$ cat config.mk
export PLATFORM = sky130hd
export DESIGN_NAME = bldc_velocity_pi_loop
export DESIGN_NICKNAME = d
export VERILOG_FILES = /design/src/rtl/bldc_velocity_pi_loop.sv
export SDC_FILE = /design/constraint.sdc
export NUM_CORES = 1
export LEC_CHECK = 0
export ABC_CLOCK_PERIOD_IN_PS = 16400
export CAP_MARGIN = 5
export CORE_UTILIZATION = 60
export DETAILED_ROUTE_END_ITERATION = 16
export DONT_BUFFER_PORTS = 1
export HOLD_SLACK_MARGIN = 0.15
export PLACE_DENSITY = 0.76
export SLEW_MARGIN = 20
export SYNTH_ARGS = -nofsm -noshare
export SYNTH_HDL_FRONTEND = slang
export SYNTH_SLANG_ARGS = --single-unit
$ cat constraint.sdc
create_clock -name clk -period 16.4 [get_ports clk]
set_clock_uncertainty 0.05 [all_clocks]
set_input_delay 0.82 -clock clk [delete_from_list [all_inputs] [get_ports clk]]
set_output_delay 0.82 -clock clk [all_outputs]
set_load 0.01 [all_outputs]
$ cat src/rtl/bldc_velocity_pi_loop.sv
// rtl/bldc_velocity_pi_loop.sv - pipelined BLDC velocity PI loop with slew, anti-windup and stall trip
//
// Purpose: on each loop_pulse, ramps the setpoint toward desired_velocity,
// runs a PI update against actual_velocity and drives a signed commutation
// gain. Supports off / open-loop / closed-loop modes and a latched stall fault.
//
// Ports:
//   clk, reset            clock and asynchronous active-low reset
//   enable, mode          run enable and mode select (0 off, 1 open, 2 closed, 3 off)
//   loop_pulse            single-cycle update strobe, honoured only when idle
//   desired_velocity      signed setpoint
//   actual_velocity       signed filtered measured velocity
//   kp, ki                unsigned proportional / integral gains
//   slew_step             max setpoint change per update, 0 disables limiting
//   output_gain           signed gain to the commutation stage
//   output_valid          one-cycle strobe when output_gain is refreshed
//   saturated             last closed-loop result was clamped
//   stalled               latched stall fault
module bldc_velocity_pi_loop #(
  parameter int VEL_W = 16,
  parameter int GAIN_W = 12,
  parameter int K_W = 8,
  parameter int FRAC_BITS = 4,
  parameter int INT_W = 24,
  parameter logic [GAIN_W-1:0] OPEN_LOOP_GAIN = 12'h7FF,
  parameter int STALL_VEL = 8,
  parameter int STALL_UPDATES = 64
) (
  input  logic                     clk,
  input  logic                     reset,
  input  logic                     enable,
  input  logic [1:0]               mode,
  input  logic                     loop_pulse,
  input  logic signed [VEL_W-1:0]  desired_velocity,
  input  logic signed [VEL_W-1:0]  actual_velocity,
  input  logic [K_W-1:0]           kp,
  input  logic [K_W-1:0]           ki,
  input  logic [VEL_W-2:0]         slew_step,
  output logic signed [GAIN_W-1:0] output_gain,
  output logic                     output_valid,
  output logic                     saturated,
  output logic                     stalled
);

  localparam int P_W = K_W + VEL_W + 2;
  // Accumulator wide enough for P + I with headroom for the carry
  localparam int A_W = ((INT_W > P_W) ? INT_W : P_W) + 2;
  localparam int C_W = $clog2(STALL_UPDATES + 1);

  localparam logic signed [A_W-1:0] INT_MAX  = A_W'((1 << (INT_W - 1)) - 1);
  localparam logic signed [A_W-1:0] INT_MIN  = -INT_MAX;
  localparam logic signed [A_W-1:0] GAIN_MAX = A_W'((1 << (GAIN_W - 1)) - 1);
  localparam logic signed [A_W-1:0] GAIN_MIN = -GAIN_MAX;
  localparam logic [GAIN_W-1:0]     OL_NEG   = -OPEN_LOOP_GAIN;
  localparam logic [VEL_W:0]        STALL_LIM = (VEL_W + 1)'(STALL_VEL);
  localparam logic [C_W-1:0]        STALL_N   = C_W'(STALL_UPDATES);

  typedef enum logic [1:0] {IDLE, RAMP, ERR, SUM} state_t;

  state_t                   state;
  logic signed [VEL_W-1:0]  ref_vel;
  logic signed [INT_W-1:0]  integ;
  logic signed [P_W-1:0]    p_reg;
  logic signed [INT_W-1:0]  i_cand_reg;
  logic                     e_neg;
  logic [C_W-1:0]           stall_cnt;

  // RAMP stage: slew-limited step of the reference toward the setpoint
  logic signed [VEL_W:0] d, slew_s, d_lim, ref_sum;
  assign d       = {desired_velocity[VEL_W-1], desired_velocity} - {ref_vel[VEL_W-1], ref_vel};
  assign slew_s  = {2'b00, slew_step};
  assign ref_sum = {ref_vel[VEL_W-1], ref_vel} + d_lim;

  always_comb begin
    d_lim = d;
    if (slew_step != '0) begin
      if (d > slew_s)
        d_lim = slew_s;
      else if (d < -slew_s)
        d_lim = -slew_s;
    end
  end

  // ERR stage: error, products and clamped integrator candidate
  logic signed [VEL_W:0]   e;
  logic signed [K_W:0]     kp_s, ki_s;
  logic signed [P_W-1:0]   p, ki_e;
  logic signed [A_W-1:0]   i_sum;
  logic signed [INT_W-1:0] i_cand;

  assign e     = {ref_vel[VEL_W-1], ref_vel} - {actual_velocity[VEL_W-1], actual_velocity};
  assign kp_s  = {1'b0, kp};
  assign ki_s  = {1'b0, ki};
  assign p     = kp_s * e;
  assign ki_e  = ki_s * e;
  assign i_sum = A_W'(integ) + A_W'(ki_e);

  always_comb begin
    i_cand = i_sum[INT_W-1:0];
    if (i_sum > INT_MAX)
      i_cand = INT_MAX[INT_W-1:0];
    else if (i_sum < INT_MIN)
      i_cand = INT_MIN[INT_W-1:0];
  end

  // SUM stage: scaled P+I, symmetric clamp so the most-negative code never appears
  logic signed [A_W-1:0]    s_full, s_shift;
  logic signed [GAIN_W-1:0] s_gain;
  logic                     s_sat;

  assign s_full  = A_W'(p_reg) + A_W'(i_cand_reg);
  assign s_shift = s_full >>> FRAC_BITS;

  always_comb begin
    s_gain = s_shift[GAIN_W-1:0];
    s_sat  = 1'b0;
    if (s_shift > GAIN_MAX) begin
      s_gain = GAIN_MAX[GAIN_W-1:0];
      s_sat  = 1'b1;
    end else if (s_shift < GAIN_MIN) begin
      s_gain = GAIN_MIN[GAIN_W-1:0];
      s_sat  = 1'b1;
    end
  end

  // Stall qualification
  logic [VEL_W:0] a_ext, a_abs;
  logic           stopped;
  logic [C_W-1:0] cnt_inc;
  logic           mode_off, mode_open;

  assign a_ext     = {actual_velocity[VEL_W-1], actual_velocity};
  assign a_abs     = a_ext[VEL_W] ? -a_ext : a_ext;
  assign stopped   = a_abs < STALL_LIM;
  assign cnt_inc   = (stall_cnt == STALL_N) ? stall_cnt : stall_cnt + 1'b1;
  assign mode_off  = !enable || (mode == 2'd0) || (mode == 2'd3);
  assign mode_open = (mode == 2'd1);

  always_ff @(posedge clk or negedge reset) begin
    if (!reset) begin
      state        <= IDLE;
      ref_vel      <= '0;
      integ        <= '0;
      p_reg        <= '0;
      i_cand_reg   <= '0;
      e_neg        <= 1'b0;
      stall_cnt    <= '0;
      output_gain  <= '0;
      output_valid <= 1'b0;
      saturated    <= 1'b0;
      stalled      <= 1'b0;
    end else begin
      output_valid <= 1'b0;
      case (state)
        IDLE: begin
          if (loop_pulse)
            state <= RAMP;
        end
        RAMP: begin
          ref_vel <= ref_sum[VEL_W-1:0];
          state   <= ERR;
        end
        ERR: begin
          p_reg      <= p;
          i_cand_reg <= i_cand;
          e_neg      <= e[VEL_W];
          state      <= SUM;
        end
        SUM: begin
          state        <= IDLE;
          output_valid <= 1'b1;
          if (mode_off) begin
            // Bumpless restart: reference resumes from where the motor is
            output_gain <= '0;
            integ       <= '0;
            ref_vel     <= actual_velocity;
            saturated   <= 1'b0;
            stalled     <= 1'b0;
            stall_cnt   <= '0;
          end else if (mode_open) begin
            output_gain <= stalled ? '0 :
                           (desired_velocity[VEL_W-1] ? OL_NEG : OPEN_LOOP_GAIN);
            integ       <= '0;
            ref_vel     <= desired_velocity;
            saturated   <= 1'b0;
          end else if (stalled) begin
            output_gain <= '0;
            integ       <= '0;
            saturated   <= 1'b0;
          end else begin
            output_gain <= s_gain;
            saturated   <= s_sat;
            // Anti-windup: freeze only while pushing further into the clamp
            if (!(s_sat && (e_neg == s_shift[A_W-1])))
              integ <= i_cand_reg;
            if (s_sat && stopped) begin
              stall_cnt <= cnt_inc;
              if (cnt_inc == STALL_N)
                stalled <= 1'b1;
            end else begin
              stall_cnt <= '0;
            end
          end
        end
        default: state <= IDLE;
      endcase
    end
  end

endmodule

==> impl_metrics.py <==
metrics = {
    "worst_setup_path": {
        "worst_setup_path_end_kind": "register",
        "crit_fanout": 16,
        "cp_slowest_cell": "nand3b_1",
        "rr_startpoint": "ref_vel[0]",
        "rr_worst_depth": 33,
        "cp_slowest_stage_delay_ps": 550,
        "crit_top_cell": "fa_1",
        "critPathKind": "reg2reg",
        "startpoint_type": "register",
        "required_ps": 16640,
        "r2r_setup_slack_ps": 7020,
        "critical_path_arrival_ps": 9630,
        "r2r-end": "i_cand_reg[2]",
    },
    "cts": {
        "cts_tree": "yes",
        "clk-insertion-delay-late_ps": 450,
        "post_cts_resize_count": 0,
        "cts_made_buffers": 17,
        "clock-sinks": 115,
        "cts_setup_buffers": 0,
        "clock_path_buffers": 2,
        "clk_pin_slew_ps": 70,
        "clockRootBuffer": "clkbuf_16",
        "holdBufCountCts": 1,
        "h-tree-depth": 4,
    },
    "logic_synthesis": {
        "synthFlopType": "dfrtp_1",
        "netlist_instances": 2485,
        "synth_edf_count": 0,
        "ys_seq_area_share_pct": 13.69,
        "synthesis.area_um2": 21030,
        "synth_nets": 3021,
        "avgSynthCellArea_um2": 8.461,
        "ys_ff_latch": 115,
        "synthDistinctLibCells": 77,
        "ys_warn_count": 0,
        "synthArstFlopShare_pct": 100.0,
    },
    "drt": {
        "highest_layer": "met4",
        "drt_iter0_drc": 1473,
        "wl_per_cell_um": 20.20,
        "wirelength_um": 58690,
        "met3_length_um": 4292,
        "viasPerCell": 6.208,
        "drc": 0,
        "wl_met1_um": 23240,
        "antenna_left": 0,
        "vias": 18035,
        "drtPass1Iterations": 7,
        "route.met2.wl_um": 28310,
    },
    "sta": {
        "tightest_slew_ps": 1160,
        "layout_worst_path_cycle_share_pct": 57.22,
        "tns_ps": 0,
        "setup_viol": 0,
        "maxSlewViolCount": 0,
        "hold_slack_ps": 253.6,
        "rsz0062_at_grt": "false",
        "min_period_ps": 9385,
        "maxSlewHeadroom_pct": 22.70,
        "hold_viol_final": 0,
        "clock.fmax_mhz": 106.6,
    },
    "floorplanning": {
        "start_util_pct": 60.87,
        "core_um2": 34540,
        "ios": 84,
        "chipWidth_um": 189.2,
        "fp-row-count": 68,
        "dieArea_um2": 35800,
        "die_h_um": 189.2,
    },
    "flow_run": {
        "cap_violations": 0,
    },
    "final_layout": {
        "final_cell_mix": "404 x inv_1, 242 x fa_1, 224 x ha_1",
        "antenna_cells": 0,
        "syn2layout_area_growth_pct": 4.814,
        "drive_gt1_share_pct": 3.837,
        "nets": 2973,
        "largest_reg_flops": 26,
        "mostFrequentLayoutCell": "inv_1",
    },
    "status": {
        "status": "complete, no violations",
    },
    "min_path": {
        "hold_path.class": "in2async",
    },
    "global_routing": {
        "grt_pass1_vias": 18663,
        "grt_pass1_wl_um": 96610,
        "grt-ovfl-total": 0,
        "grt_use_total_pct": 34.33,
        "grt_max_degree": 116,
        "antenna_found_initial": 1,
    },
    "place": {
        "dpl.hpwl_um": 46730,
        "port-buffer-count": 0,
        "routabilityCongestion": 0.9415,
    },
}
## area by class of cell
| type | instances | area, µm² |
|---|---|---|
| clock buffers | 18 | 439.2 |
| clock inverters | 14 | 143.9 |
| fillers | 2934 | 12500 |
| inverters | 405 | 1520 |
| multi-input cells | 1874 | 16290 |
| flip-flops and latches | 115 | 2878 |
| well taps | 455 | 569.3 |
| repair buffers | 24 | 200.2 |
## worst max-delay path by stage
stage	slack [ps]	start	cells after the start	endpoint
after detailed placement	6760	actual_velocity[2]	33	i_cand_reg[2]
after global routing	6460	ref_vel[0]	34	i_cand_reg[14]
after global placement	6930	actual_velocity[2]	33	i_cand_reg[2]
after CTS	7080	ref_vel[0]	34	i_cand_reg[2]
final	7020	ref_vel[0]	33	i_cand_reg[2]
after floorplan	7390	actual_velocity[2]	34	i_cand_reg[10]
## metal layers
layer	global-route usage, %	up-vias
met2	58.30	689
met3	6.506	150
met5	0	-
met1	41.74	8906
li1	-	8290
met4	17.09	0
## cell usage after synthesis (12+ instances only)
library cell | n | share of area (%)
ha_1 | 225 | 13
o21ai_0 | 104 | 2.5
nor3_1 | 47 | 1.1
fa_1 | 242 | 23
mux2_2 | 24 | 1.3
nand3_1 | 52 | 1.2
xnor2_1 | 75 | 3.1
nand4_1 | 26 | 0.77
a22o_1 | 29 | 1.2
o21a_1 | 33 | 1.2
clkbuf_1 | 78 | 1.4
nand2b_1 | 33 | 0.98
xor2_1 | 26 | 1.1
nor2_1 | 112 | 2.0
or3_1 | 23 | 0.68
nand2_1 | 219 | 3.9
a22oi_1 | 18 | 0.64
a31oi_1 | 17 | 0.51
a211oi_1 | 16 | 0.57
inv_1 | 404 | 7.2
o211ai_1 | 12 | 0.43
nor2b_1 | 50 | 1.5
a21o_1 | 29 | 1.0
dfrtp_1 | 115 | 14
a221o_1 | 16 | 0.76
a21oi_1 | 117 | 2.8
and3_1 | 17 | 0.51
and2_1 | 130 | 3.9
## worst max-delay path: cells and delay by family, from the launching register on
kind,cells,cell delay [ps]
buffers and inverters,4,250
AO/OA/AOI/OAI,13,3140
flip-flops,1,400
adder cells (fa/ha/maj),8,3380
AND/OR/NAND/NOR,8,1990
## kinds of logic after synthesis
family / after synthesis / share of synthesized area, %
simple gates: 757 / 18.33
compound gates: 519 / 16.82
buf+inv: 496 / 8.950
fa+ha+maj: 467 / 36.43
flops: 115 / 13.69
xor+xnor: 101 / 4.207
mux: 30 / 1.577
## metrics by stage
stage / util, % / instance area (µm²) / instances / setup slack (ps)
6_report: 63.80 / 22040 / 2905 / 7015
5_1_grt: 63.80 / 22040 / 2905 / 6455
4_1_cts: 63.80 / 22040 / 2905 / 7083
3_5_place_dp: 62.03 / 21430 / 2872 / 6755
3_3_place_gp: 62.03 / 21430 / 2872 / 6928
2_1_floorplan: - / 21030 / 2485 / 7393
Power is left out: the tool's default activity adds up to more than one toggle a clock period on the data nets, which glitch-free logic cannot reach.
